`src/rtl/bram_arb_pkg.sv`:
```
// rtl/bram_arb_pkg.sv - shared types and sizing constants for the BRAM port arbiter
//
// Purpose: FSM state type and default geometry of the shared 256x32 RAM macro.
// Ports: none (package).
package bram_arb_pkg;

  localparam int ADDR_W = 8;
  localparam int DATA_W = 32;
  localparam int MASK_W = DATA_W / 8;
  localparam int DEPTH  = 1 << ADDR_W;

  typedef enum logic {
    INIT = 1'b0,
    RUN  = 1'b1
  } state_e;

endpackage

```
`src/rtl/rr_arb2.sv`:
```
// rtl/rr_arb2.sv - two-way round-robin grant with priority flop
//
// Purpose: combinational grant between two requesters; priority passes to the
//          loser after every grant.
// Ports:
//   clk, rst   - clock, synchronous active-high reset (priority -> requester 0)
//   en         - arbitration enable; no grant is issued while low
//   valid[1:0] - request valid per requester
//   grant[1:0] - one-hot grant (or zero when idle / disabled)
module rr_arb2 (
  input  logic       clk,
  input  logic       rst,
  input  logic       en,
  input  logic [1:0] valid,
  output logic [1:0] grant
);

  // prio_q = 0: requester 0 wins a tie; 1: requester 1 wins a tie
  logic prio_q;
  logic prio_d;

  always_comb begin
    grant = 2'b00;
    if (en) begin
      case (valid)
        2'b01:   grant = 2'b01;
        2'b10:   grant = 2'b10;
        2'b11:   grant = prio_q ? 2'b10 : 2'b01;
        default: grant = 2'b00;
      endcase
    end

    prio_d = prio_q;
    if (grant[0]) begin
      prio_d = 1'b1;
    end else if (grant[1]) begin
      prio_d = 1'b0;
    end
  end

  always_ff @(posedge clk) begin
    if (rst) begin
      prio_q <= 1'b0;
    end else begin
      prio_q <= prio_d;
    end
  end

endmodule

```
`src/rtl/bram_port_arbiter.sv`:
```
// rtl/bram_port_arbiter.sv - two-requester arbiter in front of a 1rw1r byte-maskable RAM macro
//
// Purpose: after reset, sweeps every RAM word to INIT_VALUE, then grants at most
//          one access per cycle to two valid/ready requesters (round-robin).
//          Writes go to RAM port 0, reads to port 1; read data returns on a
//          shared bus qualified by a per-requester rsp_valid pulse.
// Ports:
//   clk, rst                    - clock, synchronous active-high reset
//   req_valid/req_ready         - per-requester handshake (bit i = requester i)
//   req_we/addr/wmask/wdata     - per-requester payload, requester i in slice i
//   rsp_valid/rsp_rdata         - read response (no backpressure)
//   init_done                   - high once the init sweep has finished
//   ram_csb0/web0/wmask0/addr0/din0 - RAM write port (active-low enables)
//   ram_csb1/addr1/dout1        - RAM read port, dout1 valid one cycle after capture
// Config: define BRAM_ARB_RSP_REG_EN to add an output register on the read
//         response (read latency 2 instead of 1).
module bram_port_arbiter #(
  parameter int                         ADDR_W     = bram_arb_pkg::ADDR_W,
  parameter int                         DATA_W     = bram_arb_pkg::DATA_W,
  parameter logic [DATA_W-1:0]          INIT_VALUE = '0
) (
  input  logic                    clk,
  input  logic                    rst,
  input  logic [1:0]              req_valid,
  output logic [1:0]              req_ready,
  input  logic [1:0]              req_we,
  input  logic [2*ADDR_W-1:0]     req_addr,
  input  logic [2*(DATA_W/8)-1:0] req_wmask,
  input  logic [2*DATA_W-1:0]     req_wdata,
  output logic [1:0]              rsp_valid,
  output logic [DATA_W-1:0]       rsp_rdata,
  output logic                    init_done,
  output logic                    ram_csb0,
  output logic                    ram_web0,
  output logic [DATA_W/8-1:0]     ram_wmask0,
  output logic [ADDR_W-1:0]       ram_addr0,
  output logic [DATA_W-1:0]       ram_din0,
  output logic                    ram_csb1,
  output logic [ADDR_W-1:0]       ram_addr1,
  input  logic [DATA_W-1:0]       ram_dout1
);

  import bram_arb_pkg::*;

  localparam int WMASK_W = DATA_W / 8;

  state_e              state_q, state_d;
  logic [ADDR_W-1:0]   cnt_q, cnt_d;
  logic [1:0]          rsp_valid_q, rsp_valid_d;
  logic [1:0]          grant;
  logic                sel;
  logic                arb_en;
  logic [ADDR_W-1:0]   sel_addr;
  logic [WMASK_W-1:0]  sel_wmask;
  logic [DATA_W-1:0]   sel_wdata;
  logic                sel_we;
  logic [DATA_W-1:0]   stage_rdata;

  // Requests are only considered in RUN, and never while reset is held, so a
  // reset cycle presents the idle/reset values on every output.
  assign arb_en = (state_q == RUN) && !rst;

  rr_arb2 u_arb (
    .clk   (clk),
    .rst   (rst),
    .en    (arb_en),
    .valid (req_valid),
    .grant (grant)
  );

  assign req_ready = grant;
  assign init_done = (state_q == RUN) && !rst;

  // Payload of the granted requester (grant is one-hot, so bit 1 selects)
  assign sel       = grant[1];
  assign sel_we    = sel ? req_we[1] : req_we[0];
  assign sel_addr  = sel ? req_addr[2*ADDR_W-1:ADDR_W] : req_addr[ADDR_W-1:0];
  assign sel_wmask = sel ? req_wmask[2*WMASK_W-1:WMASK_W] : req_wmask[WMASK_W-1:0];
  assign sel_wdata = sel ? req_wdata[2*DATA_W-1:DATA_W] : req_wdata[DATA_W-1:0];

  always_comb begin
    state_d = state_q;
    cnt_d   = cnt_q;
    if (state_q == INIT) begin
      cnt_d = cnt_q + 1'b1;
      if (cnt_q == {ADDR_W{1'b1}}) begin
        state_d = RUN;
      end
    end
  end

  // RAM pin drive: init sweep, granted write, granted read, or idle
  always_comb begin
    ram_csb0   = 1'b1;
    ram_web0   = 1'b1;
    ram_wmask0 = '0;
    ram_addr0  = '0;
    ram_din0   = '0;
    ram_csb1   = 1'b1;
    ram_addr1  = '0;
    if (!rst) begin
      if (state_q == INIT) begin
        ram_csb0   = 1'b0;
        ram_web0   = 1'b0;
        ram_wmask0 = '1;
        ram_addr0  = cnt_q;
        ram_din0   = INIT_VALUE;
      end else if (grant != 2'b00) begin
        if (sel_we) begin
          ram_csb0   = 1'b0;
          ram_web0   = 1'b0;
          ram_wmask0 = sel_wmask;
          ram_addr0  = sel_addr;
          ram_din0   = sel_wdata;
        end else begin
          ram_csb1  = 1'b0;
          ram_addr1 = sel_addr;
        end
      end
    end
  end

  // A read grant this cycle becomes a response when ram_dout1 is valid next cycle
  assign rsp_valid_d = grant & ~req_we;

  always_ff @(posedge clk) begin
    if (rst) begin
      state_q     <= INIT;
      cnt_q       <= '0;
      rsp_valid_q <= 2'b00;
    end else begin
      state_q     <= state_d;
      cnt_q       <= cnt_d;
      rsp_valid_q <= rsp_valid_d;
    end
  end

  assign stage_rdata = (rsp_valid_q != 2'b00) ? ram_dout1 : '0;

`ifdef BRAM_ARB_RSP_REG_EN
  logic [1:0]        out_valid_q, out_valid_d;
  logic [DATA_W-1:0] out_rdata_q, out_rdata_d;

  assign out_valid_d = rsp_valid_q;
  assign out_rdata_d = stage_rdata;

  always_ff @(posedge clk) begin
    if (rst) begin
      out_valid_q <= 2'b00;
      out_rdata_q <= '0;
    end else begin
      out_valid_q <= out_valid_d;
      out_rdata_q <= out_rdata_d;
    end
  end

  assign rsp_valid = out_valid_q & {2{!rst}};
  assign rsp_rdata = rst ? '0 : out_rdata_q;
`else
  // Gating with rst drops a response that would land in a reset cycle
  assign rsp_valid = rsp_valid_q & {2{!rst}};
  assign rsp_rdata = rst ? '0 : stage_rdata;
`endif

endmodule
```
`config.mk`:
```
export PLATFORM = sky130hd
export DESIGN_NAME = bram_port_arbiter
export DESIGN_NICKNAME = d
export VERILOG_FILES = /design/src/rtl/bram_arb_pkg.sv /design/src/rtl/rr_arb2.sv /design/src/rtl/bram_port_arbiter.sv
export SDC_FILE = /design/constraint.sdc
export NUM_CORES = 1
export LEC_CHECK = 0
export ABC_AREA = 1
export CAP_MARGIN = 20
export CORE_AREA = 2 2 84 86
export DETAILED_ROUTE_END_ITERATION = 6
export DIE_AREA = 0 0 86 88
export GPL_ROUTABILITY_DRIVEN = 0
export PLACE_DENSITY = 0.82
export SLEW_MARGIN = 20
export SYNTH_ARGS = -nofsm -noshare
export SYNTH_HDL_FRONTEND = slang
export SYNTH_SLANG_ARGS = --single-unit
```
`constraint.sdc`:
```
create_clock -name clk -period 4 [get_ports clk]
set_input_delay 0.4 -clock clk [delete_from_list [all_inputs] [get_ports clk]]
set_output_delay 0.4 -clock clk [all_outputs]
set_load 0.05 [all_outputs]
```
==> flow_summary.ini <==
[run_status]
outcome = completed

[detailed_routing]
detail-route-antenna-nets = 0
routed_via_density = 4.548
vias = 2947
post_drt_wl_per_cell_um = 13.41
drc = 0
wl_mm = 8.688
drtIter0Drc = 79
drt_pass1_iterations = 4

[clock_tree]
cts_root_buf = clkbuf_8
cts_buffer_depth = 2
clk_pin_slew_worst_paths_ps = 50
post_cts_buffers = 0
cts_made_buffers = 3
clock_sinks = 12
cts_tree = yes
worst_skew_pair.late_latency_ps = 240
htreeDepth = 1
hold_buffers = 0
cts_repair_resize_count = 0

[worst_setup_path]
cp_slowest_cell = clkdlybuf4s50_1
crit_type = primary input to primary output
crit_top_cell = nand2_1
cp.arrival_ps = 3010
cp-start-kind = primary input
cp.depth = 8
cp_top_family = buffers and inverters
worstPathRequired_ps = 3600
cp-end-kind = primary output
crit_path_max_fanout = 14
cp_num_buf_inv = 2
max_stage_delay_ps = 730
ff2ff_path_depth = 6
crit_chain = clkdlybuf4s50_1 > nor2_4 > nand3_2 > nand2_1 > nand2_1 > nand2_1 > a21oi_1 > clkdlybuf4s50_1

[synth]
syn_avg_cell_area_um2 = 4.860
yosysWarnings = 0
netlist_instances = 363
ys_seq_area_frac = 0.1362
synth.distinct_cells = 24
syn_area_mm2 = 0.001764
synth_area_leaders = nand2_1 (20%), inv_1 (15%), dfxtp_1 (14%), nor2_1 (13%), a21oi_1 (8.8%)
synth_seq_cells = 12
yosysTopAreaCellShare = 0.2021
synth_nets = 490
yosysTopAreaCell = nand2_1

[placed_design]
dpl_cell_area_mm2 = 0.004403
hpwl_mm = 7.200
io_buffers = 217
pre_cts_ws_ps = 624.4

[layout]
final_common_cell = clkdlybuf4s50_1
finalNetCount = 696
final_cell_mix = clkdlybuf4s50_1 (169), nand2_1 (95), inv_1 (72), nor2_1 (62), buf_12 (44)
fillers = 555
drive_above_1_share = 0.1320
antenna_cells = 0
fin_area_mm2 = 0.004458
syn2layout_area_growth_pct = 152.7

[grt]
grt_usage = 0.2139
grt_first_pass_wirelength_mm = 13.18
grt_pass1_vias = 2808
grt_start_max_net_pins = 33
antenna_found_initial = 0
grt_overflow = 0

[die]
die-width_um = 86
coreArea_mm2 = 0.006644
ioPinCount = 218
die_h_um = 88
rows = 30
dieArea_mm2 = 0.007568
initial_core_util = 0.2655

[sta]
fin_crit_sh = 0.8524
timing.slew.headroom = 0.6529
final-hold-violation-count = 0
clock_skew_ps = 1.156
max_freq_mhz = 293.3
drv_slew = 0
finalCriticalPeriod_ps = 3409
fin_ws_ps = 590.6
tightest_slew_ps = 519.0
rsz0062_at_grt = false
finalSetupTns_ps = 0
setup_viol = 0

[run]
maxCapViolations = 0

[worst_hold_path]
worstHoldPathType = flop to flop
hold_path_depth = 2

[pwr]
p_total_mw = 0.4735
ir_drop_uv = 162.1
p_leak_nw = 1.989
power_density_mw_per_mm2 = 106.2
## through the flow
step / hold slack [ps] / util / instances
6_report: 486.5 / 0.6710 / 648
5_1_grt: 504.8 / 0.6710 / 648
4_1_cts: 488.6 / 0.6710 / 648
3_5_place_dp: 475.7 / 0.6627 / 644
3_3_place_gp: 477.6 / 0.6627 / 644
2_1_floorplan: 459.2 / - / 363
## flip-flops by register name (all words and copies together), names as in the netlist
signal,count
rsp_valid_q,2
u_arb.prio_q,1
state_q,1
cnt_q,8
## worst paths after layout
kind                              startpoint           end  slack, ps
worst min register to register  u_arb.prio_q  u_arb.prio_q        490
worst min-delay path            u_arb.prio_q  u_arb.prio_q        490
worst max register to register       state_q  u_arb.prio_q       2150
worst max-delay path                     rst  ram_addr1[0]        590
## worst register-to-register path: stages, from the launching register on
cell     delay (ps)
dfxtp_1         300
buf_4           190
inv_2           160
nor2_4          270
nand3_2         310
inv_2           400
o31ai_1         100
## area by class of cell
| cell class | count | area (um2) | area share |
|---|---|---|---|
| repair buffers | 223 | 2648 | 0.5939 |
| multi-input cells | 255 | 1137 | 0.2551 |
| inverters | 74 | 277.8 | 0.06231 |
| flip-flops and latches | 12 | 240.2 | 0.05389 |
| well taps | 80 | 100.1 | 0.02245 |
| clock buffers | 4 | 55.05 | 0.01235 |
## layer usage
metal  share of wire  up-vias  GRT usage
li1                -     1502          -
met1            0.36     1269     0.2407
met2            0.53      154     0.4066
met3           0.085       22    0.03864
met4           0.024        0    0.06638
met5               0        -          0
## report_power, final
group          internal [mW]  switching [mW]
Sequential             0.122         0.00293
Clock                 0.0870          0.0471
Combinational          0.138          0.0761
Total                  0.347           0.126
## cell usage after synthesis (all sizes together)
| library cell | number |
|---|---|
| a21oi | 31 |
| a31oi | 1 |
| buf | 14 |
| clkbuf | 8 |
| dfxtp | 12 |
| ha | 1 |
| inv | 74 |
| nand2 | 97 |
| nand3 | 31 |
| nand4 | 2 |
| nor2 | 73 |
| nor3 | 2 |
| o21a | 1 |
| o21ai | 9 |
| o22ai | 5 |
| o31ai | 1 |
| xnor2 | 1 |
## logic make-up after synthesis
family	count (synthesis)	share of synthesized area
simple gates	205	0.4879
buf+inv	96	0.2206
compound gates	48	0.1433
flops	12	0.1362
xor+xnor	1	0.004965
fa+ha+maj	1	0.007091
Note: power is estimated with default switching activity, not from simulation.
